<file path="config.mk">
export PLATFORM = sky130hd
export DESIGN_NAME = mem_store_buffer_flat
export DESIGN_NICKNAME = d
export VERILOG_FILES = /design/src/rtl/mem_store_buffer_if.sv /design/src/rtl/mem_store_buffer.sv /design/src/flat_wrapper.sv
export SDC_FILE = /design/constraint.sdc
export NUM_CORES = 1
export LEC_CHECK = 0
export CORE_MARGIN = 2
export CORE_UTILIZATION = 30
export DETAILED_ROUTE_END_ITERATION = 7
export MAX_ROUTING_LAYER = met4
export PLACE_DENSITY_LB_ADDON = 0.1
export SETUP_SLACK_MARGIN = 0.4
export SYNTH_ARGS = -nofsm -noshare
export SYNTH_HDL_FRONTEND = slang
export SYNTH_SLANG_ARGS = --single-unit
</file>
<file path="constraint.sdc">
create_clock -name clk -period 4 [get_ports clk]
set_input_delay 1.2 -clock clk [delete_from_list [all_inputs] [get_ports clk]]
set_output_delay 1.2 -clock clk [all_outputs]
set_load 0.005 [all_outputs]
</file>
<file path="src/rtl/mem_store_buffer_if.sv">
// Store-request and memory-write bundle for mem_store_buffer.
// The datapath/memory side uses master; the buffer uses slave.
interface mem_store_buffer_if #(
    parameter int DATA_WIDTH = 32,
    parameter int ADDR_WIDTH = 32,
    parameter int DEPTH      = 2
);
    localparam int CW = $clog2(DEPTH) + 1;

    logic                  st_valid;
    logic                  st_ready;
    logic [ADDR_WIDTH-1:0] st_addr;
    logic [DATA_WIDTH-1:0] st_data;
    logic [1:0]            st_size;
    logic                  mem_wr_req;
    logic [ADDR_WIDTH-1:0] mem_wr_addr;
    logic [DATA_WIDTH-1:0] mem_wr_data;
    logic [3:0]            mem_wr_be;
    logic                  mem_wr_ack;
    logic                  misalign_err;
    logic                  empty;
    logic [CW-1:0]         count;

    modport master (
        output st_valid, st_addr, st_data, st_size, mem_wr_ack,
        input  st_ready, mem_wr_req, mem_wr_addr, mem_wr_data, mem_wr_be,
               misalign_err, empty, count
    );

    modport slave (
        input  st_valid, st_addr, st_data, st_size, mem_wr_ack,
        output st_ready, mem_wr_req, mem_wr_addr, mem_wr_data, mem_wr_be,
               misalign_err, empty, count
    );
endinterface

</file>
<file path="src/rtl/mem_store_buffer.sv">
// Store buffer: lane-aligns SB/SH/SW stores, queues them in a small FIFO and
// drains them to the data memory write port with a req/ack handshake.
module mem_store_buffer #(
    parameter int DATA_WIDTH = 32,
    parameter int ADDR_WIDTH = 32,
    parameter int DEPTH      = 2
) (
    input  logic clk,
    input  logic rst,
    mem_store_buffer_if.slave bus
);
    localparam int CW = $clog2(DEPTH) + 1;
    localparam int PW = (DEPTH > 1) ? $clog2(DEPTH) : 1;

    typedef enum logic {IDLE, REQ} state_t;

    state_t                state_q, state_d;
    logic [CW-1:0]         cnt_q, cnt_d;
    logic [PW-1:0]         rd_ptr, wr_ptr, rd_next;
    logic [ADDR_WIDTH-1:0] addr_mem [DEPTH];
    logic [DATA_WIDTH-1:0] data_mem [DEPTH];
    logic [3:0]            be_mem   [DEPTH];

    logic [1:0]            off;
    logic                  mis;
    logic [ADDR_WIDTH-1:0] al_addr;
    logic [DATA_WIDTH-1:0] al_data;
    logic [3:0]            al_be;
    logic                  accept, push, pop;
    logic [ADDR_WIDTH-1:0] head_addr;
    logic [DATA_WIDTH-1:0] head_data;
    logic [3:0]            head_be;

    assign off     = bus.st_addr[1:0];
    assign al_addr = {bus.st_addr[ADDR_WIDTH-1:2], 2'b00};
    assign accept  = bus.st_valid && bus.st_ready;
    assign push    = accept && !mis;
    assign pop     = (state_q == REQ) && bus.mem_wr_ack;

    always_comb begin
        al_data = '0;
        al_be   = '0;
        mis     = 1'b0;
        case (bus.st_size)
            2'b00: begin
                al_data = {{(DATA_WIDTH-8){1'b0}}, bus.st_data[7:0]} << {off, 3'b000};
                al_be   = 4'b0001 << off;
            end
            2'b01: begin
                al_data = {{(DATA_WIDTH-16){1'b0}}, bus.st_data[15:0]} << {off[1], 4'b0000};
                al_be   = 4'b0011 << off;
                mis     = off[0];
            end
            2'b10: begin
                al_data = bus.st_data;
                al_be   = 4'b1111;
                mis     = (off != 2'b00);
            end
            default: mis = 1'b1;
        endcase
    end

    // Next head: the entry behind a popped head, or the incoming store when
    // the buffer is (or is about to become) empty on this edge.
    always_comb begin
        rd_next = pop ? rd_ptr + PW'(1) : rd_ptr;
        if (cnt_q == '0 || (cnt_q == CW'(1) && pop)) begin
            head_addr = al_addr;
            head_data = al_data;
            head_be   = al_be;
        end else begin
            head_addr = addr_mem[rd_next];
            head_data = data_mem[rd_next];
            head_be   = be_mem[rd_next];
        end
    end

    always_comb begin
        cnt_d   = cnt_q + CW'(push) - CW'(pop);
        state_d = state_q;
        case (state_q)
            IDLE:    state_d = (cnt_d != '0) ? REQ : IDLE;
            REQ:     state_d = (cnt_d != '0) ? REQ : IDLE;
            default: state_d = IDLE;
        endcase
    end

    always_ff @(posedge clk) begin
        if (push) begin
            addr_mem[wr_ptr] <= al_addr;
            data_mem[wr_ptr] <= al_data;
            be_mem[wr_ptr]   <= al_be;
        end
    end

    always_ff @(posedge clk or negedge rst) begin
        if (!rst) begin
            state_q          <= IDLE;
            cnt_q            <= '0;
            rd_ptr           <= '0;
            wr_ptr           <= '0;
            bus.misalign_err <= 1'b0;
            bus.mem_wr_addr  <= '0;
            bus.mem_wr_data  <= '0;
            bus.mem_wr_be    <= '0;
        end else begin
            state_q          <= state_d;
            cnt_q            <= cnt_d;
            bus.misalign_err <= accept && mis;
            if (push) wr_ptr <= wr_ptr + PW'(1);
            if (pop)  rd_ptr <= rd_ptr + PW'(1);
            if (state_d == REQ) begin
                bus.mem_wr_addr <= head_addr;
                bus.mem_wr_data <= head_data;
                bus.mem_wr_be   <= head_be;
            end else begin
                bus.mem_wr_addr <= '0;
                bus.mem_wr_data <= '0;
                bus.mem_wr_be   <= '0;
            end
        end
    end

    assign bus.mem_wr_req = (state_q == REQ);
    assign bus.count      = cnt_q;
    assign bus.empty      = (cnt_q == '0);
    assign bus.st_ready   = rst && (cnt_q < CW'(DEPTH));
endmodule

</file>
<file path="src/flat_wrapper.sv">
// flat-port wrapper written by rule: the top's interface ports become plain ports
module mem_store_buffer_flat 
#(
    parameter int DATA_WIDTH = 32,
    parameter int ADDR_WIDTH = 32,
    parameter int DEPTH      = 2
)
  (clk, rst, bus_st_valid, bus_st_addr, bus_st_data, bus_st_size, bus_mem_wr_ack, bus_st_ready, bus_mem_wr_req, bus_mem_wr_addr, bus_mem_wr_data, bus_mem_wr_be, bus_misalign_err, bus_empty, bus_count);
  mem_store_buffer_if #(.DATA_WIDTH(DATA_WIDTH), .ADDR_WIDTH(ADDR_WIDTH), .DEPTH(DEPTH)) bus_i ();
  input  logic clk;
  input  logic rst;
  input wire logic [$bits(bus_i.st_valid)-1:0] bus_st_valid;
  input wire logic [$bits(bus_i.st_addr)-1:0] bus_st_addr;
  input wire logic [$bits(bus_i.st_data)-1:0] bus_st_data;
  input wire logic [$bits(bus_i.st_size)-1:0] bus_st_size;
  input wire logic [$bits(bus_i.mem_wr_ack)-1:0] bus_mem_wr_ack;
  output wire logic [$bits(bus_i.st_ready)-1:0] bus_st_ready;
  output wire logic [$bits(bus_i.mem_wr_req)-1:0] bus_mem_wr_req;
  output wire logic [$bits(bus_i.mem_wr_addr)-1:0] bus_mem_wr_addr;
  output wire logic [$bits(bus_i.mem_wr_data)-1:0] bus_mem_wr_data;
  output wire logic [$bits(bus_i.mem_wr_be)-1:0] bus_mem_wr_be;
  output wire logic [$bits(bus_i.misalign_err)-1:0] bus_misalign_err;
  output wire logic [$bits(bus_i.empty)-1:0] bus_empty;
  output wire logic [$bits(bus_i.count)-1:0] bus_count;
  assign bus_i.st_valid = bus_st_valid;
  assign bus_i.st_addr = bus_st_addr;
  assign bus_i.st_data = bus_st_data;
  assign bus_i.st_size = bus_st_size;
  assign bus_i.mem_wr_ack = bus_mem_wr_ack;
  assign bus_st_ready = bus_i.st_ready;
  assign bus_mem_wr_req = bus_i.mem_wr_req;
  assign bus_mem_wr_addr = bus_i.mem_wr_addr;
  assign bus_mem_wr_data = bus_i.mem_wr_data;
  assign bus_mem_wr_be = bus_i.mem_wr_be;
  assign bus_misalign_err = bus_i.misalign_err;
  assign bus_empty = bus_i.empty;
  assign bus_count = bus_i.count;
  mem_store_buffer #(.DATA_WIDTH(DATA_WIDTH), .ADDR_WIDTH(ADDR_WIDTH), .DEPTH(DEPTH)) u_core (.clk(clk), .rst(rst), .bus(bus_i));
endmodule
</file>
Word level (Yosys, flattened, before mapping)
Memory sizes are Yosys's and may differ from the RTL's.
Index checks and enable logic that the tools add are counted.
Operators by class
  reductions and logical operators: 12
  $lt $le $gt $ge: 1
  add/sub/neg operators: 4
  eq/ne operators: 3
  muxes and demuxes: 13
  shift-type cells: 4
Operators with widths (count)
  $mux W32: 4
  $pmux W32 S3: 1
  $shl A16 B5 Y32: 1
  $shl A8 B5 Y32: 1
  $pmux W4 S3: 1
  $mux W4: 2
  $logic_and A1 B1 Y1: 6
  $eq A2 B1 Y1 const B: 2
  $logic_not A2 Y1: 2
  $mux W1: 4
  $reduce_bool A2 Y1: 2
  $shl A1 B2 Y4 const A: 1
  $shl A2 B2 Y4 const A: 1
  $pmux W1 S3: 1
  $add A1 B1 Y1 const B: 2
  $add A2 B1 Y2: 1
  $eq A2 B2 Y1 const B: 1
  $lt A2 B2 Y1 const B: 1
  $sub A2 B1 Y2: 1
  $logic_not A1 Y1: 1
  $logic_or A1 B1 Y1: 1
Storage, ports and cells
  bits in writable memories: 132
  output and inout port bits: 74
  logic and storage cells: 48
  memories: 3
  register bits after elaboration: 74
Memory list
  u_core.data_mem: depth 2, width 32, rd ports 1, clocked after memory_dff 0, write ports 1, RTL line mem_store_buffer.sv:21  | logic [DATA_WIDTH-1:0] data_mem [DEPTH];
  u_core.addr_mem: depth 2, width 30, rd ports 1, clocked after memory_dff 0, write ports 1, RTL line mem_store_buffer.sv:20  | logic [ADDR_WIDTH-1:0] addr_mem [DEPTH];
  u_core.be_mem: depth 2, width 4, rd ports 1, clocked after memory_dff 0, write ports 1, RTL line mem_store_buffer.sv:22  | logic [3:0] be_mem [DEPTH];

Longest topological paths before layout
Gate-level depths: netlist of run 1.
  depth after elaboration: 9
  gate-level depth with buffers: 10
  gate-level depth less buffers: 8

Worst setup path before layout of run 1
No wires, ideal clock.
  path type: input-to-reg
  from: in bus_st_size[0]
  to: mem u_core.addr_mem[0][0] (netlist name), enable pin
  stages: 4
  path buffers: 1
  slack: -0.969 ns
  arrival time: 4.479 ns
  setup time: 0.490 ns
  cell sequence: buf_2 > nor3_1 > o21ai_2 > nor2_1
On the way
  word-level cells in the longest chain between the ends: 6
  elaborated cells between the ends (all ways): 8
  those cells by class: eq/ne (2); mux (3); reduce/logical (3)
Ends and longest elaborated chain
  start: declaration: RTL line flat_wrapper.sv:15  | input wire logic [$bits(bus_i.st_size)-1:0] bus_st_size;
  $eq A2 B2 Y1 (tied with other cells): RTL line mem_store_buffer.sv:44  | case (bus.st_size)
  $pmux W1 S3 *: RTL line mem_store_buffer.sv:44
  $logic_not A1 Y1 *: RTL line mem_store_buffer.sv:37  | assign push = accept && !mis;
  $logic_and A1 B1 Y1 *: RTL line mem_store_buffer.sv:37
  $mux W1 *: RTL line mem_store_buffer.sv:89  | if (push) begin
  $mux W1 (implied by the code) *: RTL line mem_store_buffer.sv:90  | addr_mem[wr_ptr] <= al_addr;
  end: declaration: RTL line mem_store_buffer.sv:20
Every way passes the cells marked *; elsewhere a longest branch is shown, timed or not.

Worst setup path after layout of run 1
  from: in bus_st_size[0]
  to: reg u_core.bus.mem_wr_addr[17]
On the way
  word-level cells in the longest chain between the ends: 9
  elaborated cells between the ends (all ways): 11
  those cells by class: add/sub (2); eq/ne (2); mux (3); reduce/logical (4)
Ends and longest elaborated chain
  $eq A2 B2 Y1 (tied with other cells): RTL line mem_store_buffer.sv:44
  $pmux W1 S3 *: RTL line mem_store_buffer.sv:44
  $logic_not A1 Y1 *: RTL line mem_store_buffer.sv:37
  $logic_and A1 B1 Y1 *: RTL line mem_store_buffer.sv:37
  $add A2 B1 Y2 *: RTL line mem_store_buffer.sv:79  | cnt_d = cnt_q + CW'(push) - CW'(pop);
  $sub A2 B1 Y2 *: RTL line mem_store_buffer.sv:79
  $reduce_bool A2 Y1 *: RTL line mem_store_buffer.sv:82, mem_store_buffer.sv:83
  $mux W1 *: RTL line mem_store_buffer.sv:82, mem_store_buffer.sv:83
  $mux W32 *: RTL line mem_store_buffer.sv:112  | if (state_d == REQ) begin
  end signal: assignment: RTL line mem_store_buffer.sv:113  | bus.mem_wr_addr <= head_addr;
  end: declaration: RTL line mem_store_buffer_if.sv:32  | output st_ready, mem_wr_req, mem_wr_addr, mem_wr_data, mem_wr_be,
Marked as above.
A chain may end at the register's enable or synchronous reset.

==> impl_metrics.csv, run 1 <==
group,metric,value,unit
worst_setup_path,critPathKind,"primary input to flop",
power,p_int,5.42,mW
power,p_comb_share,38.1,%
synth,synth_seq_area_share,71.4,%
floorplan,die-area,0.0283,mm2
run_status,status,"finished, final reports clean",
clocking,clk_pin_slew,0.06,ns
floorplan,core_area,0.0267,mm2
final_layout,fin_cells,1119,
clocking,cts.sinks,204,
worst_setup_path,path_buf_inv,2,
timing,hold_violations,0,
placed_design,dp_cells,1075,
power,switching_share,33.4,%
timing,maxSlewViolCount,0,
worst_setup_path,endpoint_kind,"flop",
timing,fin_ws,0.781,ns
detailed_routing,drt_iter0_drc,364,
synth,synth_cell_types,34,
synth,synth_edf_count,132,
final_layout,nets,831,
detailed_routing,first_pass_iters,5,
placed_design,placed_area,0.00997,mm2
final_layout,fin_util,40.2,%
hold_path,hold_class,"flop to flop",
synth,syn_area_per_cell,13.1,um2
final_layout,stdcell_area,0.0108,mm2
detailed_routing,drt-vias-per-instance,5.01,
clocking,cts_hold_buf,0,
grt,grt-ovfl-total,0,
placed_design,hpwl,13800,um
power,peakVddDrop,300,uV
worst_setup_path,critPathTopFamily,"compound AO/OA/AOI/OAI gates",
synth,yosysMostFrequentCell,"edfxtp_1",
synth,synthesis.area,0.00808,mm2
worst_setup_path,critical_path.cell_chain,"clkdlybuf4s50_1 -> a21oi_1 -> o21ai_2 -> nor3_1 -> a311o_2 -> buf_4 -> a211oi_1",
floorplan,die_height,168,um
power,power,8.14,mW
worst_setup_path,crit_required,4.42,ns
worst_setup_path,worst_path_max_delay_cell,"clkdlybuf4s50_1",
placed_design,place_ws,0.262,ns
power,power.density,757,mW/mm2
synth,ys_top_cells_by_area,"edfxtp_1, dfrtp_1, a21oi_1",
clocking,cts.path.max_buffers,3,
final_layout,syn_to_final_growth,33.1,%
detailed_routing,ant_nets,0,
grt,grt_pass1_vias,5954,
clocking,ctsResizeCount,0,
timing,setup_tns,0,ns
synth,synth_top_area_cell,"edfxtp_1",
timing,setup_viol,0,
power,p_sw,2.72,mW
clocking,postCtsSetupBuffers,0,
job,drv_cap,0,
timing,fmax,311,MHz
detailed_routing,post-route-drc-count,0,
grt,grt_pass1_wl,34400,um
placed_design,numPortBuffers,141,
final_layout,drive_gt1_share,12.2,%
timing,max_slew.worst_pin.slew,0.798,ns
timing,rsz0062_at_grt,"false",
synth,synth.top_cell.area_share,49.1,%
grt,grt_max_degree,53,
detailed_routing,routed_wl,22700,um
clocking,cts_tree,"done",
final_layout,fillers,2548,
detailed_routing,routedWlPerCell,20.3,um
power,p_clk_share,26.3,%
worst_setup_path,worstPathMaxFanout,20,
worst_setup_path,cp-start-kind,"primary input",
synth,synthTopCellsByCount,"edfxtp_1, nand2_1, nor2_1",
timing,holdWs,0.503,ns
worst_setup_path,slowest_delay,0.67,ns
synth,ys.flop_type,"edfxtp_1",
synth,synthesis.instances,618,
clocking,clockRootBuffer,"clkbuf_16",
floorplan,num_rows,60,
timing,finalCriticalPeriod,3.22,ns
synth,async_flop_share,35.3,%
timing,finalCritPeriodShare,80.5,%
synth,ys_warn_count,0,
detailed_routing,vias,5603,
worst_setup_path,critPathArrivalTime,3.64,ns
floorplan,start_util,30.2,%
grt,antenna_found_initial,0,
timing,slew_headroom,46.8,%
placed_design,globalplace.congestion,0.786,
clocking,clock_latency,0.52,ns
power,sequentialPowerShare,35.6,%
clocking,htreeDepth,1,
final_layout,antenna_cells,0,
synth,synth_seq_cells,204,
power,p_leak,3.93,nW
timing,finClkSkew,0.0130,ns
floorplan,ios,144,
clocking,cts_buffers,24,
floorplan,die_w,168,um
grt,gr-usage-all-layers,16.4,%
[registers in the layout (all words and copies together) (netlist names)]
name	cells
u_core.wr_ptr	1
u_core.data_mem	64
u_core.bus.misalign_err	1
u_core.rd_ptr	1
u_core.bus.mem_wr_addr	30
u_core.be_mem	8
u_core.bus.mem_wr_be	4
u_core.bus.mem_wr_req	1
u_core.addr_mem	60
u_core.bus.mem_wr_data	32
u_core.bus.count	2
[final cells by class]
type | count | area [um2] | share of cell area (%)
multi-input combinational | 365 | 2130 | 19.8
clock inverter | 9 | 104 | 0.966
tap | 341 | 427 | 3.97
timing repair buffer | 160 | 1630 | 15.1
inverter | 5 | 18.8 | 0.175
clock buffer | 35 | 682 | 6.34
sequential | 204 | 5770 | 53.6
[cell usage in the layout, fill, tap and decap left out, types with 2 or more instances in the layout]
master,instances
clkdlybuf4s50_1,140
edfxtp_1,132
nand2_1,86
nor2_1,78
dfrtp_1,72
a21oi_1,71
a211oi_1,37
clkbuf_16,24
a211oi_2,19
a221o_1,14
buf_4,14
a22o_1,11
mux2_2,10
and2_1,8
clkbuf_1,7
buf_12,6
nor2b_1,4
inv_1,4
clkbuf_8,4
clkinv_2,4
nand2b_1,3
or2_2,3
o21ai_0,2
nor3_1,2
xnor2_1,2
conb_1,2
bufinv_16,2
clkinv_1,2
[power groups by stage]
stage               combinational, mW  clock [mW]  sequential, mW
detailed placement               3.15           0            2.94
global placement                 3.07           0            2.95
CTS                              3.16        2.20            2.91
global route                     3.39        2.29            2.94
floorplan                        1.67           0            2.90
finish                           3.10        2.14            2.90
[worst paths after layout]
path                                                   from                              endpoint  slack (ns)  depth (start not counted)
hold reg to reg            u_core.addr_mem[1][17]$_DFFE_PP_  u_core.bus.mem_wr_addr[19]$_DFF_PN0_        0.50                          2
min in group asynchronous                               rst  u_core.bus.mem_wr_addr[19]$_DFF_PN0_        0.71                          2
setup reg to reg            u_core.bus.mem_wr_req$_DFF_PN0_  u_core.bus.mem_wr_addr[17]$_DFF_PN0_        1.51                          8
setup / recovery                             bus_st_size[0]  u_core.bus.mem_wr_addr[17]$_DFF_PN0_        0.78                          7
hold / removal             u_core.addr_mem[1][17]$_DFFE_PP_  u_core.bus.mem_wr_addr[19]$_DFF_PN0_        0.50                          2
max in group asynchronous                               rst     u_core.bus.mem_wr_be[3]$_DFF_PN0_        2.17                          3
[worst min-delay path: cells and delay by family, from the launching register on]
| family | cells | cell delay, ns |
|---|---|---|
| AND/OR/NAND/NOR | 1 | 0.06 |
| AO/OA/AOI/OAI | 1 | 0.05 |
| flip-flops | 1 | 0.36 |
[cells by family (layout without fill, tap and decap cells)]
| group | Yosys count | count (layout) | share of synthesized area (%) |
|---|---|---|---|
| AOI/OAI and AO/OA | 161 | 161 | 14.5 |
| adders and majority gates | 1 | 1 | 0.155 |
| xor gates and xnor gates | 4 | 4 | 0.434 |
| and+or+nand+nor | 187 | 187 | 9.37 |
| buffers and inverters | 50 | 209 | 2.74 |
| muxes | 10 | 10 | 1.39 |
| DFF | 204 | 204 | 71.4 |
| other | 1 | 2 | 0.0464 |
[per-layer routing]
layer	vias to the layer above	track usage, %	share of wire [%]
met3	41	2.82	5.3
met4	0	4.76	2.1
met5	-	-	0
met2	186	26.2	47
met1	2851	21.5	46
li1	2525	-	-
No activity file was read; power rests on OpenSTA's default activity.
==> inputs of run 2 (changes only) <==
==> constraint.sdc (replaced) <==
create_clock -name clk -period 2.6 [get_ports clk]
set_input_delay 0.78 -clock clk [delete_from_list [all_inputs] [get_ports clk]]
set_output_delay 0.78 -clock clk [all_outputs]
set_load 0.005 [all_outputs]
==> run 2 against run 1 <==
First-iteration DRC count is 27% higher. Clock skew is 0.0018 ns lower. Core utilization is 2.1 points higher. Sequential power is 52% higher. Critical path depth is 4 lower. Cell count is 3.5% higher. Worst hold slack worse by 0.25 ns. Clock power is 38% higher. Design area is 5.3% higher. Die area stayed put. Clock-buffer cell count is 6 lower. Setup slack worse by 0.36 ns.
==> impl_metrics.csv, run 2 (synthesis gave the netlist of run 1 again) <==
group,metric,value,unit
run_status,status,"finished, final reports clean",
floorplan,die_height,168,um
worst_setup_path,critPathKind,"flop to output pin",
grt,grt_pass1_wl,35300,um
job,drv_cap,0,
final_layout,fin_util,42.4,%
power,power.density,1160,mW/mm2
clocking,clock_latency,0.51,ns
final_layout,nets,871,
power,peakVddDrop,692,uV
grt,grt-ovfl-total,0,
clocking,clk_pin_slew,0.06,ns
placed_design,hpwl,15000,um
clocking,cts.sinks,204,
worst_setup_path,worst_path_max_delay_cell,"dfrtp_2",
final_layout,antenna_cells,0,
detailed_routing,drt_iter0_drc,462,
final_layout,max_flop_register,"u_core.data_mem",
grt,grt_max_degree,42,
final_layout,drive_gt1_share,19.3,%
worst_setup_path,critPathArrivalTime,1.40,ns
final_layout,largest_register_ffs,64,
grt,gr-usage-met3,2.52,%
final_layout,syn_to_final_growth,40.1,%
clocking,cts_tree,"done",
worst_setup_path,crit_required,1.82,ns
clocking,htreeDepth,1,
grt,gr-usage-all-layers,16.8,%
worst_setup_path,cp-start-kind,"flop",
final_layout,layout_common_cells,"edfxtp_1, clkdlybuf4s50_1, nand2_1",
worst_setup_path,endpoint_kind,"output pin",
hold_path,hold_class,"primary input to async pin",
grt,grt_pass1_vias,5721,
final_layout,largestRegisters,"u_core.data_mem x64, u_core.addr_mem x60, u_core.bus.mem_wr_data x32",
detailed_routing,vias,5692,
grt,antenna_found_initial,0,
detailed_routing,routed_wl,23300,um
timing,finClkSkew,0.0112,ns
power,p_leak,4.29,nW
placed_design,globalplace.congestion,0.823,
timing,finalCriticalPeriod,2.18,ns
worst_setup_path,rr_worst_depth,9,
timing,setup_viol,0,
placed_design,dp_cells,1108,
floorplan,die-area,0.0283,mm2
floorplan,core_area,0.0267,mm2
worst_setup_path,critical_path.cell_chain,"buf_4 -> nor2b_1 -> dlygate4sd2_1",
detailed_routing,ant_nets,0,
clocking,cts.path.max_buffers,3,
timing,maxSlewViolCount,0,
detailed_routing,post-route-drc-count,0,
floorplan,start_util,30.2,%
grt,grt_busiest_layer,"met2",
clocking,cts_buffers,23,
grt,globalRouteMet2Util,26.0,%
floorplan,ios,144,
floorplan,num_rows,60,
grt,grt_use_met1,23.4,%
timing,fmax,458,MHz
timing,finalCritPeriodShare,83.9,%
clocking,clockRootBuffer,"clkbuf_16",
timing,hold_violations,0,
detailed_routing,routedWlPerCell,20.1,um
worst_setup_path,slowest_delay,0.42,ns
final_layout,layout_commonest_cell,"edfxtp_1",
floorplan,die_w,168,um
detailed_routing,first_pass_iters,5,
worst_setup_path,worstPathMaxFanout,3,
detailed_routing,drt-vias-per-instance,4.92,
final_layout,fin_cells,1158,
timing,rsz0062_at_grt,"true",
placed_design,numPortBuffers,141,
==> run 2: changes by cell type in the layout (fill, tap and decap cells not counted), sizes merged, moves of 3 or more <==
| cell | previous run | this run |
|---|---|---|
| clkdlybuf4s50 | 140 | 120 |
| dlygate4sd2 | 0 | 12 |
| clkbuf | 35 | 30 |
| clkinv | 7 | 10 |
| buf | 20 | 60 |
| dlymetal6s2s | 0 | 8 |
==> run 2: final cells by class <==
cell class / count / area (um2)
Timing Repair Buffer: 201 / 2130
Sequential cell: 204 / 5770
Tap cell: 341 / 427
Inverter: 5 / 18.8
Clock buffer: 29 / 618
Fill cell: 2459 / 15400
Multi-Input combinational cell: 365 / 2290
Clock inverter: 13 / 72.6
==> run 2: path summary, 6_finish.rpt <==
| path | slack, ns | start | end |
|---|---|---|---|
| min in group clk | 0.50 | u_core.addr_mem[1][2]$_DFFE_PP_ | u_core.bus.mem_wr_addr[4]$_DFF_PN0_ |
| max in group asynchronous | 1.92 | rst | u_core.bus.mem_wr_data[23]$_DFF_PN0_ |
| setup / recovery | 0.42 | u_core.bus.count[1]$_DFF_PN0_ | bus_st_ready |
| setup reg to reg | 0.50 | u_core.bus.count[0]$_DFF_PN0_ | u_core.bus.mem_wr_be[0]$_DFF_PN0_ |
| hold reg to reg | 0.50 | u_core.addr_mem[1][2]$_DFFE_PP_ | u_core.bus.mem_wr_addr[4]$_DFF_PN0_ |
| hold / removal | 0.25 | rst | u_core.bus.mem_wr_be[3]$_DFF_PN0_ |
==> run 2: power breakdown <==
| part | leakage [nW] | internal (mW) | switching, mW |
|---|---|---|---|
| Sequential | 2.09 | 4.16 | 0.241 |
| Clock | 0.344 | 1.69 | 1.27 |
| Combinational | 1.86 | 2.82 | 2.99 |
| Total | 4.29 | 8.67 | 4.50 |
==> run 2: timing repair <==
item	in CTS	in global routing
setup endpoints to repair	64	71
gates resized for setup	25	32
pin swaps	2	4
cloned	2	1
hold buffers	0	0
buffers inserted	3	2
==> run 2: routing by layer <==
layer,routed length [um],vias up
met4,321,0
met1,11000,2873
met5,0,-
li1,-,2603
met2,10900,190
met3,1140,26
==> run 2: through the flow <==
| step | hold WS, ns | total power [mW] | setup WS (ns) | instance area, um2 | TNS, ns |
|---|---|---|---|---|---|
| floorplan | 0.484 | 7.07 | 0.0221 | 8150 | 0 |
| global placement | 0.493 | 9.68 | -0.207 | 10300 | -17.85 |
| detailed placement | 0.502 | 9.72 | -0.290 | 10300 | -21.56 |
| CTS | 0.236 | 13.0 | 0.303 | 11100 | 0 |
| global route | 0.246 | 14.0 | 0.357 | 11300 | 0 |
| finish | 0.248 | 13.2 | 0.419 | 11300 | 0 |
==> run 2: critical path: cells and delay by family (launching register included) <==
kind / cells / cell delay [ns]
and+or+nand+nor: 1 / 0.09
buffers and inverters: 2 / 0.39
DFF: 1 / 0.42
==> inputs of run 3 (changes only) <==
==> constraint.sdc (replaced) <==
create_clock -name clk -period 1.85 [get_ports clk]
set_input_delay 0.555 -clock clk [delete_from_list [all_inputs] [get_ports clk]]
set_output_delay 0.555 -clock clk [all_outputs]
set_load 0.005 [all_outputs]
==> run 3 against run 2 <==
The run now ends with setup timing left. Die area unchanged. Design area is 9.3% higher. Clock-buffer cell count grew 8. Setup slack got worse by 0.51 ns. Worst hold slack got worse by 0.083 ns. Total power up 50%. Clock skew decreased by 0.0015 ns.
==> impl_metrics.csv, run 3 (synthesis gave the netlist of run 1 again) <==
group,metric,value,unit
worst_setup_path,ff2ff_setup_slack,-0.1,ns
power,p_leak,4.83,nW
worst_setup_path,endpoint_kind,"flop",
power,peakVddDrop,616,uV
final_layout,largestRegisters,"u_core.data_mem x64, u_core.addr_mem x60, u_core.bus.mem_wr_data x32",
clocking,cts.path.max_buffers,3,
timing,maxSlewViolCount,0,
final_layout,antenna_cells,0,
final_layout,fin_util,46.3,%
timing,finClkSkew,0.00964,ns
worst_setup_path,worstPathMaxFanout,8,
floorplan,die_w,168,um
grt,antenna_found_initial,0,
job,drv_cap,0,
detailed_routing,ant_nets,0,
worst_setup_path,slowest_delay,0.39,ns
floorplan,ios,144,
final_layout,multi_input_area,0.00256,mm2
detailed_routing,vias,6007,
power,p_clk_share,22.1,%
grt,grt-ovfl-total,0,
timing,fmax,514,MHz
timing,fin_ws,-0.0961,ns
clocking,clock_latency,0.51,ns
worst_setup_path,startpoint,"u_core.bus.count[1]$_DFF_PN0_",
final_layout,syn_to_final_growth,53.1,%
timing,rsz0062_at_grt,"true",
floorplan,num_rows,60,
final_layout,register_area,0.00577,mm2
grt,grt_max_degree,36,
floorplan,die_height,168,um
grt,grt_pass1_vias,6246,
placed_design,globalplace.congestion,0.831,
worst_setup_path,critPathArrivalTime,2.17,ns
worst_setup_path,regToRegStartpoint,"u_core.bus.count[1]$_DFF_PN0_",
placed_design,hpwl,15000,um
run_status,violations,"setup timing",
final_layout,layout_common_cells,"edfxtp_1, nand2_1, nor2_1",
final_layout,nets,941,
placed_design,placed_area,0.0105,mm2
floorplan,start_util,30.2,%
placed_design,numPortBuffers,141,
final_layout,max_flop_register,"u_core.data_mem",
detailed_routing,routedWlPerCell,21.1,um
final_layout,fillers,2442,
clocking,cts.sinks,204,
power,p_sw,6.91,mW
final_layout,stdcell_area,0.0124,mm2
power,p_int,12.9,mW
final_layout,largest_register_ffs,64,
final_layout,drive_gt1_share,38.8,%
power,sequentialPowerShare,31.2,%
timing,hold_violations,0,
detailed_routing,post-route-drc-count,0,
worst_setup_path,crit_required,2.08,ns
grt,gr-usage-all-layers,18.5,%
clocking,cts_tree,"done",
worst_setup_path,cp-start-kind,"flop",
timing,max_slew.worst_pin.slew,0.552,ns
hold_path,hold_class,"primary input to async pin",
timing,setup_viol,152,
clocking,htreeDepth,1,
floorplan,core_area,0.0267,mm2
clocking,cts_buffers,23,
detailed_routing,first_pass_iters,4,
power,switching_share,34.9,%
timing,finalCritPeriodShare,105,%
clocking,clockRootBuffer,"clkbuf_16",
run_status,status,"complete, but fails checks",
final_layout,fin_cells,1228,
clocking,clk_pin_slew,0.06,ns
power,p_comb_share,46.7,%
worst_setup_path,critical_path.cell_chain,"buf_6 -> buf_6 -> and3b_2 -> o21ai_4 -> buf_6 -> nor2_4 -> buf_12 -> buf_12 -> buf_12 -> buf_16",
detailed_routing,drt_iter0_drc,422,
timing,slew_headroom,63.2,%
power,power.density,1600,mW/mm2
final_layout,layout_commonest_cell,"edfxtp_1",
floorplan,die-area,0.0283,mm2
worst_setup_path,worst_path_max_delay_cell,"dfrtp_1",
worst_setup_path,critPathKind,"flop to flop",
grt,grt_pass1_wl,38800,um
placed_design,dp_cells,1124,
timing,finalCriticalPeriod,1.95,ns
detailed_routing,routed_wl,25900,um
detailed_routing,drt-vias-per-instance,4.89,
==> run 3: changes by cell type in the layout (fill, tap and decap cells not counted), sizes merged, moves of 2 or more <==
cell,before,now
clkbuf,30,44
clkinvlp,2,0
buf,60,200
dlygate4sd2,12,1
clkdlybuf4s50,120,63
clkinv,10,3
dlymetal6s2s,8,0
==> run 3: routing by layer <==
| metal | vias to the layer above | part of all wire (%) | global-route usage [%] |
|---|---|---|---|
| li1 | 2756 | - | - |
| met5 | - | 0 | - |
| met1 | 3025 | 46 | 25.6 |
| met4 | 0 | 1.8 | 4.87 |
| met3 | 35 | 4.7 | 2.40 |
| met2 | 191 | 47 | 29.0 |
==> run 3: worst max-delay path, delay by kind of cell (launching register included) <==
family | cells | cell delay [ns]
AND/OR/NAND/NOR | 2 | 0.37
AO/OA/AOI/OAI | 1 | 0.08
flip-flops | 1 | 0.39
buffers and inverters | 7 | 0.84
==> run 3: power by group through the flow <==
stage | Sequential (mW) | Combinational [mW] | Clock [mW]
6_report | 6.17 | 9.25 | 4.38
5_1_grt | 6.25 | 9.95 | 4.67
4_1_cts | 6.18 | 8.95 | 4.50
3_5_place_dp | 6.29 | 7.73 | 0
3_3_place_gp | 6.29 | 7.66 | 0
2_1_floorplan | 6.28 | 3.76 | 0
==> run 3: stage by stage <==
stage                     total power [mW]  setup WS, ns  hold WS (ns)  TNS, ns
final                                 19.8       -0.0961         0.165    -5.07
after global routing                  20.9        -0.147         0.183   -14.84
after CTS                             19.6        -0.130         0.177    -5.91
after detailed placement              14.0        -0.748         0.499  -161.13
after global placement                13.9        -0.752         0.496  -164.68
after floorplan                       10.0        -0.503         0.259   -63.74
==> run 3: timing repair <==
| action | CTS | global route |
|---|---|---|
| hold buffers | 0 | 0 |
| buffers inserted | 37 | 6 |
| gates resized for setup | 417 | 28 |
| pin swaps | 9 | 10 |
| gates cloned | 14 | 5 |
| setup endpoints to repair | 345 | 285 |
==> run 3: layout make-up <==
| type | instances | share of cell area, % |
|---|---|---|
| inverter | 5 | 0.152 |
| clock buffer | 37 | 5.48 |
| timing repair buffer | 271 | 23.2 |
| tap | 341 | 3.45 |
| clock inverter | 5 | 0.435 |
| multi-input combinational | 365 | 20.7 |
| sequential | 204 | 46.6 |
==> run 3: worst paths after layout <==
kind                                                         to  cells after the start
max                            u_core.data_mem[0][29]$_DFFE_PP_                     10
min                         u_core.bus.mem_wr_addr[3]$_DFF_PN0_                      2
max reg2reg                    u_core.data_mem[0][29]$_DFFE_PP_                     10
min reg2reg                u_core.bus.mem_wr_data[26]$_DFF_PN0_                      2
max in group asynchronous     u_core.bus.mem_wr_be[1]$_DFF_PN0_                      2
min in group clk           u_core.bus.mem_wr_data[26]$_DFF_PN0_                      2
